[src/rtl/dma_write_master_if.sv]
// AHB-lite bus bundle between the write-back DMA (master) and memory (slave).
//   O_DW_HADDR/HTRANS/HWRITE/HSIZE/HBURST/HWDATA : master -> slave
//   I_DW_HREADY/I_DW_HRESP                        : slave  -> master
interface dma_write_master_if;
  logic [31:0] O_DW_HADDR;
  logic [1:0]  O_DW_HTRANS;
  logic        O_DW_HWRITE;
  logic [2:0]  O_DW_HSIZE;
  logic [2:0]  O_DW_HBURST;
  logic [31:0] O_DW_HWDATA;
  logic        I_DW_HREADY;
  logic        I_DW_HRESP;

  modport master (
    output O_DW_HADDR, O_DW_HTRANS, O_DW_HWRITE, O_DW_HSIZE, O_DW_HBURST, O_DW_HWDATA,
    input  I_DW_HREADY, I_DW_HRESP
  );

  modport slave (
    input  O_DW_HADDR, O_DW_HTRANS, O_DW_HWRITE, O_DW_HSIZE, O_DW_HBURST, O_DW_HWDATA,
    output I_DW_HREADY, I_DW_HRESP
  );
endinterface

[src/rtl/dma_write_master.sv]
// dma_write_master: drains one rotated block (P_BURSTS x P_BEATS words) from
// the output pixel buffer to memory as back-to-back INCR8 AHB-lite writes.
//   I_DW_HCLK, I_DW_RESET  clock, synchronous active-high reset
//   I_DW_START             pulse: buffer full, start write-back
//   I_DW_BASE_ADDR         destination byte address, low 5 bits ignored
//   O_DW_BUF_ADDR          buffer word index (comb), I_DW_BUF_RDATA 1 cycle later
//   ahb                    AHB-lite master port (dma_write_master_if.master)
//   O_DW_BUSY/DONE/ERROR   status: busy, completion pulse, sticky bus error
// Build option: define DW_BYTE_SWAP_EN to byte-reverse each word for
// big-endian memory; timing is unchanged.
module dma_write_master #(
  parameter int P_BEATS  = 8,
  parameter int P_BURSTS = 6
) (
  input  logic                     I_DW_HCLK,
  input  logic                     I_DW_RESET,
  input  logic                     I_DW_START,
  input  logic [31:0]              I_DW_BASE_ADDR,
  output logic [5:0]               O_DW_BUF_ADDR,
  input  logic [31:0]              I_DW_BUF_RDATA,
  dma_write_master_if.master       ahb,
  output logic                     O_DW_BUSY,
  output logic                     O_DW_DONE,
  output logic                     O_DW_ERROR
);
  localparam int BW = (P_BEATS  > 1) ? $clog2(P_BEATS)  : 1;
  localparam int RW = (P_BURSTS > 1) ? $clog2(P_BURSTS) : 1;

  localparam logic [1:0] HT_IDLE   = 2'b00;
  localparam logic [1:0] HT_NONSEQ = 2'b10;
  localparam logic [1:0] HT_SEQ    = 2'b11;

  typedef enum logic [2:0] {S_IDLE, S_FETCH, S_BURST, S_LAST, S_ERR, S_DONE} state_t;

  state_t          state_q, state_d;
  logic [BW-1:0]   beat_q;
  logic [RW-1:0]   burst_q;
  logic [31:0]     base_q;
  logic [31:0]     hwdata_q;
  logic            dphase_q;   // a write data phase is outstanding
  logic            error_q;
  logic [5:0]      k;
  logic [31:0]     wdata_in;
  logic            acc, last_beat, last_word, bus_err;

  assign k         = 6'(burst_q) * 6'(P_BEATS) + 6'(beat_q);
  assign acc       = (state_q == S_BURST) && ahb.I_DW_HREADY;
  assign last_beat = (beat_q == BW'(P_BEATS - 1));
  assign last_word = last_beat && (burst_q == RW'(P_BURSTS - 1));
  // First cycle of a two-cycle ERROR response during our data phase.
  assign bus_err   = dphase_q && ahb.I_DW_HRESP && !ahb.I_DW_HREADY;

  // Look one word ahead on accept so RDATA always carries the word whose
  // address phase is on the bus next cycle, wait states included.
  assign O_DW_BUF_ADDR = k + {5'b0, acc};

`ifdef DW_BYTE_SWAP_EN
  assign wdata_in = {I_DW_BUF_RDATA[7:0], I_DW_BUF_RDATA[15:8],
                     I_DW_BUF_RDATA[23:16], I_DW_BUF_RDATA[31:24]};
`else
  assign wdata_in = I_DW_BUF_RDATA;
`endif

  // State register
  always_ff @(posedge I_DW_HCLK) begin
    if (I_DW_RESET) state_q <= S_IDLE;
    else            state_q <= state_d;
  end

  // Next-state logic
  always_comb begin
    state_d = state_q;
    case (state_q)
      S_IDLE:  if (I_DW_START) state_d = S_FETCH;
      S_FETCH: state_d = S_BURST;
      S_BURST: if (bus_err) state_d = S_ERR;
               else if (acc && last_word) state_d = S_LAST;
      S_LAST:  if (bus_err) state_d = S_ERR;
               else if (ahb.I_DW_HREADY) state_d = S_DONE;
      S_ERR:   if (ahb.I_DW_HREADY) state_d = S_DONE;
      S_DONE:  state_d = S_IDLE;
      default: state_d = S_IDLE;
    endcase
  end

  // Output logic
  always_comb begin
    ahb.O_DW_HSIZE  = 3'b010;
    ahb.O_DW_HBURST = 3'b101;
    ahb.O_DW_HWDATA = hwdata_q;
    ahb.O_DW_HTRANS = HT_IDLE;
    ahb.O_DW_HWRITE = 1'b0;
    ahb.O_DW_HADDR  = 32'h0;
    if (state_q == S_BURST) begin
      ahb.O_DW_HTRANS = (beat_q == '0) ? HT_NONSEQ : HT_SEQ;
      ahb.O_DW_HWRITE = 1'b1;
      ahb.O_DW_HADDR  = base_q + {24'h0, k, 2'b00};
    end
    O_DW_BUSY  = (state_q != S_IDLE) && (state_q != S_DONE);
    O_DW_DONE  = (state_q == S_DONE);
    O_DW_ERROR = error_q;
  end

  // Datapath: counters, base, write data, data-phase tracking, error flag
  always_ff @(posedge I_DW_HCLK) begin
    if (I_DW_RESET) begin
      beat_q   <= '0;
      burst_q  <= '0;
      base_q   <= 32'h0;
      hwdata_q <= 32'h0;
      dphase_q <= 1'b0;
      error_q  <= 1'b0;
    end else begin
      if (state_q == S_IDLE && I_DW_START) begin
        base_q  <= {I_DW_BASE_ADDR[31:5], 5'b0};
        error_q <= 1'b0;
      end else if (bus_err) begin
        error_q <= 1'b1;
      end

      // Counters only live in BURST; elsewhere they park at 0 so FETCH
      // presents buffer word 0.
      if (state_q != S_BURST) begin
        beat_q  <= '0;
        burst_q <= '0;
      end else if (acc) begin
        if (last_beat) begin
          beat_q  <= '0;
          burst_q <= burst_q + RW'(1);
        end else begin
          beat_q  <= beat_q + BW'(1);
        end
      end

      if (acc) hwdata_q <= wdata_in;

      // A data phase ends when HREADY is high; a new one starts on accept.
      if (ahb.I_DW_HREADY) dphase_q <= acc;
    end
  end
endmodule

[src/flat_wrapper.sv]
// flat-port wrapper written by rule: the top's interface ports become plain ports
module dma_write_master_flat 
#(
  parameter int P_BEATS  = 8,
  parameter int P_BURSTS = 6
)
  (I_DW_HCLK, I_DW_RESET, I_DW_START, I_DW_BASE_ADDR, O_DW_BUF_ADDR, I_DW_BUF_RDATA, O_DW_BUSY, O_DW_DONE, O_DW_ERROR, ahb_O_DW_HADDR, ahb_O_DW_HTRANS, ahb_O_DW_HWRITE, ahb_O_DW_HSIZE, ahb_O_DW_HBURST, ahb_O_DW_HWDATA, ahb_I_DW_HREADY, ahb_I_DW_HRESP);
  dma_write_master_if ahb_i ();
  input  logic I_DW_HCLK;
  input  logic I_DW_RESET;
  input  logic I_DW_START;
  input  logic [31:0] I_DW_BASE_ADDR;
  output logic [5:0] O_DW_BUF_ADDR;
  input  logic [31:0] I_DW_BUF_RDATA;
  output logic O_DW_BUSY;
  output logic O_DW_DONE;
  output logic O_DW_ERROR;
  output wire logic [$bits(ahb_i.O_DW_HADDR)-1:0] ahb_O_DW_HADDR;
  output wire logic [$bits(ahb_i.O_DW_HTRANS)-1:0] ahb_O_DW_HTRANS;
  output wire logic [$bits(ahb_i.O_DW_HWRITE)-1:0] ahb_O_DW_HWRITE;
  output wire logic [$bits(ahb_i.O_DW_HSIZE)-1:0] ahb_O_DW_HSIZE;
  output wire logic [$bits(ahb_i.O_DW_HBURST)-1:0] ahb_O_DW_HBURST;
  output wire logic [$bits(ahb_i.O_DW_HWDATA)-1:0] ahb_O_DW_HWDATA;
  input wire logic [$bits(ahb_i.I_DW_HREADY)-1:0] ahb_I_DW_HREADY;
  input wire logic [$bits(ahb_i.I_DW_HRESP)-1:0] ahb_I_DW_HRESP;
  assign ahb_O_DW_HADDR = ahb_i.O_DW_HADDR;
  assign ahb_O_DW_HTRANS = ahb_i.O_DW_HTRANS;
  assign ahb_O_DW_HWRITE = ahb_i.O_DW_HWRITE;
  assign ahb_O_DW_HSIZE = ahb_i.O_DW_HSIZE;
  assign ahb_O_DW_HBURST = ahb_i.O_DW_HBURST;
  assign ahb_O_DW_HWDATA = ahb_i.O_DW_HWDATA;
  assign ahb_i.I_DW_HREADY = ahb_I_DW_HREADY;
  assign ahb_i.I_DW_HRESP = ahb_I_DW_HRESP;
  dma_write_master #(.P_BEATS(P_BEATS), .P_BURSTS(P_BURSTS)) u_core (.I_DW_HCLK(I_DW_HCLK), .I_DW_RESET(I_DW_RESET), .I_DW_START(I_DW_START), .I_DW_BASE_ADDR(I_DW_BASE_ADDR), .O_DW_BUF_ADDR(O_DW_BUF_ADDR), .I_DW_BUF_RDATA(I_DW_BUF_RDATA), .ahb(ahb_i), .O_DW_BUSY(O_DW_BUSY), .O_DW_DONE(O_DW_DONE), .O_DW_ERROR(O_DW_ERROR));
endmodule
[config.mk]
export PLATFORM = sky130hd
export DESIGN_NAME = dma_write_master_flat
export DESIGN_NICKNAME = d
export VERILOG_FILES = /design/src/rtl/dma_write_master_if.sv /design/src/rtl/dma_write_master.sv /design/src/flat_wrapper.sv
export SDC_FILE = /design/constraint.sdc
export NUM_CORES = 1
export LEC_CHECK = 0
export CAP_MARGIN = 25
export CORE_ASPECT_RATIO = 1.4
export CORE_MARGIN = 5
export CORE_UTILIZATION = 39
export DETAILED_ROUTE_END_ITERATION = 16
export PLACE_DENSITY = 0.85
export SLEW_MARGIN = 20
export SYNTH_ARGS = -nofsm -noshare
export SYNTH_HDL_FRONTEND = slang
export SYNTH_SLANG_ARGS = --single-unit
[constraint.sdc]
create_clock -name I_DW_HCLK -period 2.4 [get_ports I_DW_HCLK]
set_clock_uncertainty 0.05 [all_clocks]
set_input_delay 0.36 -clock I_DW_HCLK [delete_from_list [all_inputs] [get_ports I_DW_HCLK]]
set_output_delay 0.36 -clock I_DW_HCLK [all_outputs]
set_load 0.005 [all_outputs]
Word level (Yosys, flattened, before mapping):

Index checks and enable logic that the tools add are counted.
W data, S select, Z words.

* flip-flop bits (word level): 70
* input port bits: 69
* output and inout bits: 82
* word-level logic and storage cells: 49

* add/subtract/negate cells: 5
* equality and inequality tests: 11
* muxes and demuxes: 11
* reduce and logical (&&, ||, !) cells: 15

Operator list (number)
* $add A32 B8 Y32: 1
* $mux W32: 1
* $mux W3: 6
* $pmux W3 S5: 1
* $eq A3 B3 Y1 const B: 4
* $logic_and A1 B1 Y1: 7
* $add A3 B1 Y3 const B: 2
* $add A6 B1 Y6: 1
* $add A6 B3 Y6: 1
* $eq A3 B2 Y1 const B: 2
* $logic_not A3 Y1: 2
* $reduce_and A2 Y1: 2
* $reduce_or A2 Y1: 2
* $eq A3 B1 Y1 const B: 1
* $ne A3 B1 Y1 const B: 1
* $ne A3 B2 Y1 const B: 1
* $ne A3 B3 Y1 const B: 1
* $reduce_bool A3 Y1: 1
* $mux W1: 2
* $mux W2: 1
* $ne A2 B2 Y1 const B: 1
* $logic_not A1 Y1: 1

Depth between registers and ports, before layout:

* depth in word-level cells: 6
* gate-level depth with buffers: 10
* gate-level depth less buffers: 8

Worst setup path before layout:

OpenSTA, ideal clock, no wires.

* kind: reg2out
* start: reg u_core.burst_q[0]
* end: out ahb_O_DW_HADDR[31]
* arrival time: 2.195 ns
* required time: 1.990 ns
* slack: -0.205 ns
* cell stages (with the launch flop): 9
* buffers on the path: 1
* cell sequence: dfxtp_1 ha_1 inv_1 fa_1 nor2b_1 nor2_1 clkbuf_1 nor4b_1 mux2i_1

* word-level cells in the longest chain between the ends: 3

Ends and longest elaborated chain
* start, declared: line dma_write_master.sv:37 `logic [RW-1:0] burst_q;`
* start signal, assigned: line dma_write_master.sv:129 `burst_q <= burst_q + RW'(1);`
* $add A6 B3 Y6: line dma_write_master.sv:46 `assign k = 6'(burst_q) * 6'(P_BEATS) + 6'(beat_q);`
* $add A32 B8 Y32: line dma_write_master.sv:97 `ahb.O_DW_HADDR = base_q + {24'h0, k, 2'b00};`
* $mux W32: line dma_write_master.sv:94 `if (state_q == S_BURST) begin`
* end, declared: line flat_wrapper.sv:18 `output wire logic [$bits(ahb_i.O_DW_HADDR)-1:0] ahb_O_DW_HADDR;`

Every way passes these cells.

Worst setup path in the final report:

* start: reg u_core.burst_q[0]
* end: out ahb_O_DW_HADDR[21]

The elaborated chain is that of the path after synthesis.

==> metrics.txt <==
Max-slew headroom=0.5722; Worst-path clk slew=60 ps; fin area=5862 µm²; via count of the first global-routing pass=3993; P_leak=0.002301 µW; CP Cell Sequence=ha_4 > inv_2 > fa_2 > nor2b_4 > nor2_4 > buf_6 > or4_1 > a21oi_1 > buf_2; initial core utilization=0.3957; Area contributors post-synth=dfxtp_1 (39%), nand2_1 (14%), a21oi_1 (11%); FF+latch count, synth=70; EDFF count, synth=0; Pre-antenna DRT Iters=4; initial antenna violation count=0; Worst Tran Pin Value=641.7 ps; area grow syn2layout=65.02%; YS warnings=0; WS Path Type=reg2out; Worst-Skew Late Latency=330 ps; TritonCTS Buffers=9; largest net degree at the start of global routing=35; Fin Setup TNS=-3645 ps; GRT Overall Usage=0.2056; metal2 WL=6359 µm; type of origin of the critical path=flop; Die ar.=11140 µm²; placed wire-length estimate=8201 µm; sequential fraction of the synthesis area=0.3945; worst vdd ir=0.6585 mV; Cells after Synth=468; Final setup viols=24; slowest CP cell=or4_1; WL met1=4265 µm; synthesized cell area=3552 µm²; worst stage delay on the critical path=390 ps; H-tree depth=3; fin crit share=1.116; grt ovf=0; Inst Count DP=726; Hold Fails Final Rpt=0; CTS Buffer Depth=2; Critical path buffers and inverters=3; Root Buffer=clkbuf_16; Worst EP arrival=2270 ps; ys flop type=dfxtp_1; CORE AREA=8977 µm²; CP required=1990 ps; Post-DRT Antenna Nets=0; layout cell share with drive strength beyond 1=0.2389; Final #Nets=728; cell row count=41; unrepaired setup endpoints after global routing=true; drt total wl=11870 µm; violated checks=setup timing; Routed met3 length=899 µm; max-cap viol count=0; CTS tree=done; WL/cell=15.62 µm; largest area contributor in the netlist=dfxtp_1; highest net fanout along the worst path=6; CP top delay family=simple AND/OR/NAND/NOR gates; Slew Limit Fails=0; IO Pins=151; final worst slack=-278.8 ps; pwr/cell area=539.6 nW/µm²; Via-to-Cell Ratio=5.197; Synth cell types=47; filler cell count=719; Max Freq=0.3733 GHz; clock sinks=70; die width=90.66 µm; Synth top cells by count=nand2_1 (132), a21oi_1 (79), dfxtp_1 (70), nor2_1 (21), clkbuf_1 (20); Yosys top cell area share=0.3945; Tmin final=2679 ps; Post-Layout Cell Count=760; DRC viols=0; Initial DRC Count=177; die height=122.9 µm; critical path capture point type=primary output; post-synthesis async set-or-reset flop share=0; HP Class=reg2reg; Routability Congestion=0.8794; # port buffers=137; final cell utilization of the core=0.6530; routed vias=3950; top sig layer=met4; # diodes=0; first-pass GRT wire length=18780 µm; status=finished, violations left; top-count cell post-synth=nand2_1; average cell area after synthesis=7.590 µm²; placed instance area=5244 µm²; hold buffer count at cts=0; pre-CTS WS=-450.1 ps
through the flow:
step	hold slack [ps]	total power, µW
floorplan	390.6	1492
global route	424.1	3294
detailed placement	397.4	1755
finish	400.9	3163
global placement	391.2	1738
CTS	404.3	3186
tightest hold or removal path, cell delays in order (launching register included):
cell and delay (ps):
dfxtp_1 300, nand2_1 50, a21oi_1 50
worst paths after layout:
| check | slack [ps] | end | start | cells after the start |
|---|---|---|---|---|
| min | 400 | u_core.ahb.O_DW_HWDATA[2] | u_core.ahb.O_DW_HWDATA[2] | 2 |
| min reg2reg | 400 | u_core.ahb.O_DW_HWDATA[2] | u_core.ahb.O_DW_HWDATA[2] | 2 |
| max | -280 | ahb_O_DW_HADDR[21] | u_core.burst_q[0] | 9 |
| max reg2reg | 690 | u_core.ahb.O_DW_HWDATA[6] | u_core.state_q[2] | 8 |
registers in the layout, indices dropped and copies added (netlist names):
register and flops:
u_core.state_q 3, u_core.beat_q 3, u_core.base_q 27, u_core.burst_q 3, u_core.O_DW_ERROR 1, u_core.dphase_q 1
u_core.ahb.O_DW_HWDATA 32
cells in the final DEF, fill, tap and decap left out, types with 4 or more instances in the layout:
cell,synthesis,routed
dfxtp_2,0,7
nor2_1,21,19
xor2_1,8,8
or4_1,11,9
buf_2,5,28
ha_1,10,6
buf_6,2,16
xnor2_1,4,4
nand4_1,6,6
inv_1,9,8
a21oi_2,0,5
nand3b_1,4,4
clkdlybuf4s50_1,0,103
dfxtp_1,70,63
a21oi_1,79,73
ha_4,0,4
dlygate4sd2_1,0,4
nand2_1,132,132
buf_4,12,49
clkbuf_16,0,9
o31ai_1,11,9
conb_1,2,8
nand3_1,7,4
routing by layer:
layer	global-route usage	vias up
met1	0.2040	1831
met4	0.1034	0
met2	0.3832	143
li1	-	1949
met3	0.06452	27
met5	0	-
power breakdown:
part	internal [µW]	total [µW]	switching, µW
Clock	934	1410	474
Sequential	1220	1260	38.4
Combinational	255	495	241
final cells by class:
| class | instances | area, µm² | area share |
|---|---|---|---|
| clock buffers | 12 | 246.5 | 0.04205 |
| clock inverters | 4 | 70.07 | 0.01195 |
| inverters | 11 | 46.29 | 0.007898 |
| multi-input cells | 354 | 2183 | 0.3725 |
| flip-flops and latches | 70 | 1410 | 0.2406 |
| well taps | 107 | 133.9 | 0.02284 |
| repair buffers | 202 | 1772 | 0.3022 |
kinds of logic after synthesis:
kind of cell,Yosys count,synth area share
AND/OR/NAND/NOR,206,0.2688
AO/OA/AOI/OAI,114,0.1842
flip-flops,70,0.3945
buffers and inverters,50,0.07150
XOR/XNOR,12,0.02959
adder cells (fa/ha/maj),11,0.04086
multiplexers,3,0.008454
other,2,0.002114
repair_timing:
item | in CTS | in global routing
pin swaps | 39 | 15
endpoints found under the setup margin | 33 | 29
cloned | 1 | 0
gates resized for setup | 173 | 19
buffers inserted | 15 | 5
(Power assumes the default switching activity.)
